$ cat config.mk
export PLATFORM = sky130hd
export DESIGN_NAME = output_deserializer
export DESIGN_NICKNAME = d
export VERILOG_FILES = /design/src/rtl/nn_pkg.sv /design/src/rtl/output_deserializer.sv
export SDC_FILE = /design/constraint.sdc
export NUM_CORES = 1
export LEC_CHECK = 0
export ABC_CLOCK_PERIOD_IN_PS = 1740
export BUFFER_PORTS_ARGS = -buffer_cell sky130_fd_sc_hd__buf_2
export CAP_MARGIN = 25
export CORE_ASPECT_RATIO = 0.8
export CORE_MARGIN = 5
export CORE_UTILIZATION = 35
export CTS_CLUSTER_DIAMETER = 200
export DETAILED_ROUTE_END_ITERATION = 6
export MAX_ROUTING_LAYER = met4
export PLACE_DENSITY = 0.7
export SLEW_MARGIN = 20
export SYNTH_ARGS = -nofsm -noshare
export SYNTH_HDL_FRONTEND = slang
export SYNTH_SLANG_ARGS = --single-unit
$ cat constraint.sdc
create_clock -name clk -period 1.74 [get_ports clk]
set_input_delay 0.348 -clock clk [delete_from_list [all_inputs] [get_ports clk]]
set_output_delay 0.348 -clock clk [all_outputs]
set_load 0.01 [all_outputs]
$ cat src/rtl/nn_pkg.sv
// Shared neural-network datapath definitions: deserializer state encoding and
// word-slice addressing helper.
package nn_pkg;

    typedef enum logic [0:0] {
        DESER_COLLECT = 1'b0,
        DESER_FULL    = 1'b1
    } deser_state_t;

    // LSB position of word idx in a packed vector of dataWidth-bit words.
    function automatic int unsigned slice_lsb(input int unsigned idx,
                                              input int unsigned dataWidth);
        return idx * dataWidth;
    endfunction

endpackage

$ cat src/rtl/output_deserializer.sv
// Gathers a serial stream of dataWidth words into a packed frame, word 0 at the LSB.
// Optional sticky overrun flag on writes into a held frame: DESER_OVERRUN_FLAG_EN.
//
// state         | meaning
// DESER_COLLECT | accepting words into slot countOut, serialReady=1
// DESER_FULL    | frame complete and held; serialReady follows parallelReady
module output_deserializer
    import nn_pkg::*;
#(
    parameter int numOutputs   = 16,
    parameter int dataWidth    = 8,
    parameter int counterWidth = $clog2(numOutputs + 1)
) (
    input  logic                            clk,
    input  logic                            reset,
    input  logic                            flush,
    input  logic [dataWidth-1:0]            serialIn,
    input  logic                            serialValid,
    output logic                            serialReady,
    output logic [dataWidth*numOutputs-1:0] parallelOut,
    output logic                            parallelValid,
    input  logic                            parallelReady,
    output logic [counterWidth-1:0]         countOut
`ifdef DESER_OVERRUN_FLAG_EN
    ,
    output logic                            overrun
`endif
);

    localparam logic [counterWidth-1:0] LAST_IDX = counterWidth'(numOutputs - 1);

    deser_state_t                    r_state;
    deser_state_t                    w_state_nxt;
    logic [counterWidth-1:0]         r_count;
    logic [counterWidth-1:0]         w_count_nxt;
    logic                            r_valid;
    logic                            w_valid_nxt;
    logic [dataWidth*numOutputs-1:0] r_data;
    logic                            w_accept;
    logic [counterWidth-1:0]         w_wr_idx;
    logic [numOutputs-1:0]           w_slot_we;

    assign serialReady = (r_state == DESER_COLLECT) ? 1'b1 : parallelReady;

    // flush drops any word offered in the same cycle
    assign w_accept = serialValid && serialReady && !flush;

    // a zero-bubble accept out of FULL always restarts at slot 0
    assign w_wr_idx = (r_state == DESER_FULL) ? '0 : r_count;

    for (genvar k = 0; k < numOutputs; k++) begin : g_slot_we
        assign w_slot_we[k] = w_accept && (w_wr_idx == counterWidth'(k));
    end

    always_ff @(posedge clk or negedge reset) begin
        if (!reset) begin
            r_state <= DESER_COLLECT;
            r_count <= '0;
            r_valid <= 1'b0;
        end else begin
            r_state <= w_state_nxt;
            r_count <= w_count_nxt;
            r_valid <= w_valid_nxt;
        end
    end

    always_comb begin
        w_state_nxt = r_state;
        w_count_nxt = r_count;
        w_valid_nxt = r_valid;
        if (flush) begin
            w_state_nxt = DESER_COLLECT;
            w_count_nxt = '0;
            w_valid_nxt = 1'b0;
        end else begin
            case (r_state)
                DESER_COLLECT: begin
                    if (w_accept) begin
                        if (r_count == LAST_IDX) begin
                            w_state_nxt = DESER_FULL;
                            w_count_nxt = '0;
                            w_valid_nxt = 1'b1;
                        end else begin
                            w_count_nxt = r_count + counterWidth'(1);
                        end
                    end
                end
                DESER_FULL: begin
                    if (parallelReady) begin
                        if (w_accept && (numOutputs == 1)) begin
                            // single-word frames complete on the very word that frees the hold
                            w_state_nxt = DESER_FULL;
                            w_count_nxt = '0;
                            w_valid_nxt = 1'b1;
                        end else if (w_accept) begin
                            w_state_nxt = DESER_COLLECT;
                            w_count_nxt = counterWidth'(1);
                            w_valid_nxt = 1'b0;
                        end else begin
                            w_state_nxt = DESER_COLLECT;
                            w_valid_nxt = 1'b0;
                        end
                    end
                end
                default: begin
                    w_state_nxt = DESER_COLLECT;
                    w_count_nxt = '0;
                    w_valid_nxt = 1'b0;
                end
            endcase
        end
    end

    always_ff @(posedge clk or negedge reset) begin
        if (!reset) begin
            r_data <= '0;
        end else if (flush) begin
            r_data <= '0;
        end else begin
            for (int unsigned k = 0; k < numOutputs; k++) begin
                if (w_slot_we[k]) begin
                    r_data[slice_lsb(k, dataWidth) +: dataWidth] <= serialIn;
                end
            end
        end
    end

    assign parallelOut   = r_data;
    assign parallelValid = r_valid;
    assign countOut      = r_count;

`ifdef DESER_OVERRUN_FLAG_EN
    logic r_overrun;

    always_ff @(posedge clk or negedge reset) begin
        if (!reset) begin
            r_overrun <= 1'b0;
        end else if (flush) begin
            r_overrun <= 1'b0;
        end else if (serialValid && !serialReady) begin
            r_overrun <= 1'b1;
        end
    end

    assign overrun = r_overrun;
`endif

endmodule

# Word level (Yosys, flattened, before mapping)
# Index checks and enable logic that the tools add are counted.
[word_totals]
reg_bits = 135
word_cells = 114
input_bits = 13
output_inout_bits = 135
[classes]
eq_ne = 20
muxes = 35
addsub = 1
n_reduce_logical = 38
bitwise_logic = 1
[ops]
columns = ["cell", "count"]
rows = [
  ["$mux W128", 1],
  ["$mux W8", 16],
  ["$eq A5 B4 Y1 const B", 9],
  ["$reduce_bool A2 Y1", 16],
  ["$mux W5", 6],
  ["$eq A5 B3 Y1 const B", 4],
  ["$logic_and A1 B1 Y1", 18],
  ["$eq A5 B2 Y1 const B", 2],
  ["$pmux W5 S2", 1],
  ["$mux W1", 9],
  ["$ne A3 B2 Y1 const B", 2],
  ["$ne A3 B3 Y1 const B", 2],
  ["$reduce_and A3 Y1", 2],
  ["$add A5 B1 Y5 const B", 1],
  ["$eq A5 B1 Y1 const B", 1],
  ["$logic_not A5 Y1", 1],
  ["$pmux W1 S2", 2],
  ["$logic_not A1 Y1", 1],
  ["$not A1 Y1", 1],
]

# Depth between registers and ports, before layout
[logic_depth]
ltp_word = 7
depth_mapped = 7
depth_no_buf = 5

# Least setup slack after synthesis
# No wires, ideal clock.
[synth_timing]
path_type = "reg-to-reg"
startpoint = "reg r_count[4] (netlist: countOut[4])"
endpoint = "reg r_data[100] (netlist: parallelOut[100])"
setup_ps = 125
stages_incl_launch_ff = 5
slack_ps = 25
required_time_ps = 1615
synth_period_minus_slack_ps = 1715
t_arrival_ps = 1590
n_path_buf = 0
cell_sequence = "dfrtp_1 > nand2b_1 > nor4_2 > o21ai_1 > mux2_2"
[synth_via]
elab_chain_len = 4
[synth_lines]
columns = ["item", "line_no", "text"]
rows = [
  ["from (decl)", "output_deserializer.sv:34", "logic [counterWidth-1:0] r_count;"],
  ["from (signal assigned)", "output_deserializer.sv:62", "r_count <= w_count_nxt;"],
  ["$mux W5", "output_deserializer.sv:49", "assign w_wr_idx = (r_state == DESER_FULL) ? '0 : r_count;"],
  ["$eq A5 B4 Y1", "output_deserializer.sv:52", "assign w_slot_we[k] = w_accept && (w_wr_idx == counterWidth'(k));"],
  ["$logic_and A1 B1 Y1", "output_deserializer.sv:52", ""],
  ["$reduce_bool A2 Y1 (no line)", "n/a", ""],
  ["to (signal, indexed assignment)", "output_deserializer.sv:122", "r_data[slice_lsb(k, dataWidth) +: dataWidth] <= serialIn;"],
  ["to (decl)", "output_deserializer.sv:38", "logic [dataWidth*numOutputs-1:0] r_data;"],
]
# Every way passes these cells.
# A chain may end at the register's enable or synchronous reset.

# Worst setup path after layout
[layout_timing]
startpoint = "reg r_count[4] (netlist: countOut[4])"
endpoint = "reg r_data[122] (netlist: parallelOut[122])"
# Same word-level chain as after synthesis.

==> metrics <==
CTS H-tree lvls 4; fmax 599.5 MHz; All-Layer GR Usage between 10% and 20%; core area 0.01666 mm²; P_leak roughly 0.004 µW; Fin Clk Skew 0.009446 ns; Worst setup SP type register; Yosys Warn Count 0; Slew HR 56.68%; Vias/cell roughly 5; remaining global-route overflow 0; worst skew pair latency approximately 0.42 ns; Max FO, Critical Path 8; vias in the first global route 4803; Residual DRC 0; minimum clock period between 1.5 and 2 ns; chip width 155.9 µm; Mean Syn Cell Area between 10 and 15 µm²; vias post-DR 4465; Initial Util roughly 36%; P&R area growth vs syn 32.72%; Synth area leaders dfrtp_1 57%, mux2_2 12%, nor2b_1 6.8%; # port buffers 147; initial antenna violation count 1; clk slew on worst S/H paths 0.06 ns; Hold WC Path Type primary input to register; layout cells sized above 1 between 40% and 50%; fin area between 0.007 and 0.008 mm²; Setup TNS 0 ns; uppermost layer routed met4; DRT antenna net count 0; Post-Syn Nets 510; Top FF cell, synth dfrtp_1; synth unique cells 34; maxcap violations 0; DRT iter0 DRCs 188; worst path required time ~2.0 ns; endpoint class of the critical path register; CTS Buf Count 17; post-synth top area share 56.68%; Max Slew Vio Count 0; Register Area around 0.0034 mm²; Arrival @ worst endpoint a little under 2 ns; met3 wire len ~910 µm; worst slew pin tran roughly 0.65 ns; sequential share of the synthesized area about 57%; CTS tree built; Final nets 677; multi-input logic area around 0.0025 mm²; RSZ-0062 raised after global routing yes; post-route clock period utilization 95.87%; final WL 17540 µm; M1 WL roughly 8100 µm; total power around 7400 µW; post-synth top area cell dfrtp_1; cell count after synthesis 496; number of synthesized flops with an enable pin 0; Yosys reg bits ~140; Pwr Density 939.4 mW/mm²; largest net degree at the start of global routing just over 60; Max IR drop VDD 0.6498 mV; worst-case clock buffer depth 2; # fillers 1488; met2 routed WL slightly above 8000 µm; Die H between 100 and 150 µm; ys async rst share 100.0%; GP Congestion between 0.8 and 0.9; Post-DP HPWL 12060 µm; Synth Cell Area 0.005961 mm²; First-pass DRT Iterations 4; worst hold slack ~0.26 ns; Clock Root Buffer clkbuf_16; final setup violation count 0; I/O Pins around 150; CTS sink cnt around 140; Setup CP Type register to register; Die ar. between 0.015 and 0.02 mm²; number of hold violations in the final report 0; Area after DPL about 0.007 mm²; WL/cell about 20 µm; Core Util, Final 47.49%; first-pass GRT wire length roughly 28000 µm; row cnt between 40 and 50; status finished clean
## cell type report
cell class,count,share of cell area [%]
Timing Repair Buffer,183,14.00
Inverter,1,0.04745
Clock buffer,20,5.773
Sequential cell,135,42.72
Clock inverter,12,1.898
Multi-Input combinational cell,325,32.06
Antenna cell,1,0.03163
Tap cell,220,3.479
## sequential cells by signal, indices dropped and copies added (netlist names)
| signal | cells |
|---|---|
| countOut | 5 |
| parallelOut | 128 |
| parallelValid | 1 |
| r_state | 1 |
## Yosys cell counts (all sizes together) (3+ instances only)
cell	instances
mux2i	32
nand2	11
nor2b	65
o21ai	37
nand2b	20
clkbuf	28
nor3	4
nand3	3
a21oi	4
dfrtp	135
nor2	29
buf	7
nand3b	34
mux2	64
nor3b	5
## repair_timing
| item | in CTS | in global routing |
|---|---|---|
| hold buffers | 1 | 0 |
| endpoints found under the hold margin | 39 | 0 |
| resized for setup | 9 | 17 |
| setup endpoints to repair | 57 | 69 |
| buffers inserted | 0 | 5 |
| pin swaps | 0 | 7 |
## report_power, final
group | internal, µW | switching [µW] | leakage, µW | total, µW
clock network | 2320 | 1350 | 0.000292 | 3680
logic | 174 | 353 | 0.00195 | 527
registers | 3190 | 39.0 | 0.00188 | 3230
total | 5690 | 1750 | 0.00412 | 7430
## routing by layer
metal  global-route usage, %  vias up
li1                        -     2037
met1                   24.93     2270
met2                   27.92      135
met3                   4.256       23
met4                   6.536        0
met5                       -        -
## layout by cell type, fill, tap and decap left out, drive strengths merged, types with 2 or more instances in the layout
master      n
inv         2
nor4        2
clkinv      5
buf       182
bufinv      3
and3b       2
nand3b     34
nor3b       5
nand2b     20
o211ai      2
nor3        4
nand3       3
mux2       64
nor2b      65
dfrtp     135
a21oi       4
and4b       2
nand2      11
clkbuf     20
clkinvlp    3
mux2i      32
o21ai      37
nor2       29
## logic make-up (layout without fill, tap and decap cells)
| logic type | count (synthesis) | in the layout | share of synthesized area (%) |
|---|---|---|---|
| adder cells (fa/ha/maj) | 1 | 1 | 0.2099 |
| other | 0 | 1 | 0 |
| flip-flops | 135 | 135 | 56.68 |
| AND/OR/NAND/NOR | 180 | 180 | 18.77 |
| AO/OA/AOI/OAI | 48 | 48 | 4.429 |
| multiplexers | 96 | 96 | 17.46 |
| buffers and inverters | 36 | 216 | 2.456 |
## path summary, 6_finish.rpt
path | start | endpoint | slack [ns] | depth (start not counted)
worst max-delay path | countOut[4]$_DFFE_PN0P_ | parallelOut[122]$_DFFE_PN0P_ | 0.07 | 5
worst min-delay path | parallelReady | parallelValid$_DFFE_PN0P_ | 0.26 | 4
worst max register to register | countOut[4]$_DFFE_PN0P_ | parallelOut[122]$_DFFE_PN0P_ | 0.07 | 5
worst min register to register | parallelOut[5]$_DFFE_PN0P_ | parallelOut[5]$_DFFE_PN0P_ | 0.51 | 2
max in group asynchronous | reset | parallelOut[102]$_DFFE_PN0P_ | 0.71 | 3
min in group asynchronous | reset | parallelOut[54]$_DFFE_PN0P_ | 0.43 | 2
## critical path, stage by stage, from the launching register on
cell	delay, ns
dfrtp_1	0.38
nand2b_4	0.17
nor4_4	0.41
nand2_1	0.16
buf_12	0.17
mux2_2	0.27
## metrics by stage
stage | worst slack, ns | std cells
floorplan | 0.02538 | 496
global placement | -0.02372 | 859
detailed placement | -0.09413 | 859
CTS | -0.03323 | 892
global route | -0.02224 | 897
finish | 0.07186 | 897
No activity file was read; power rests on OpenSTA's default activity.
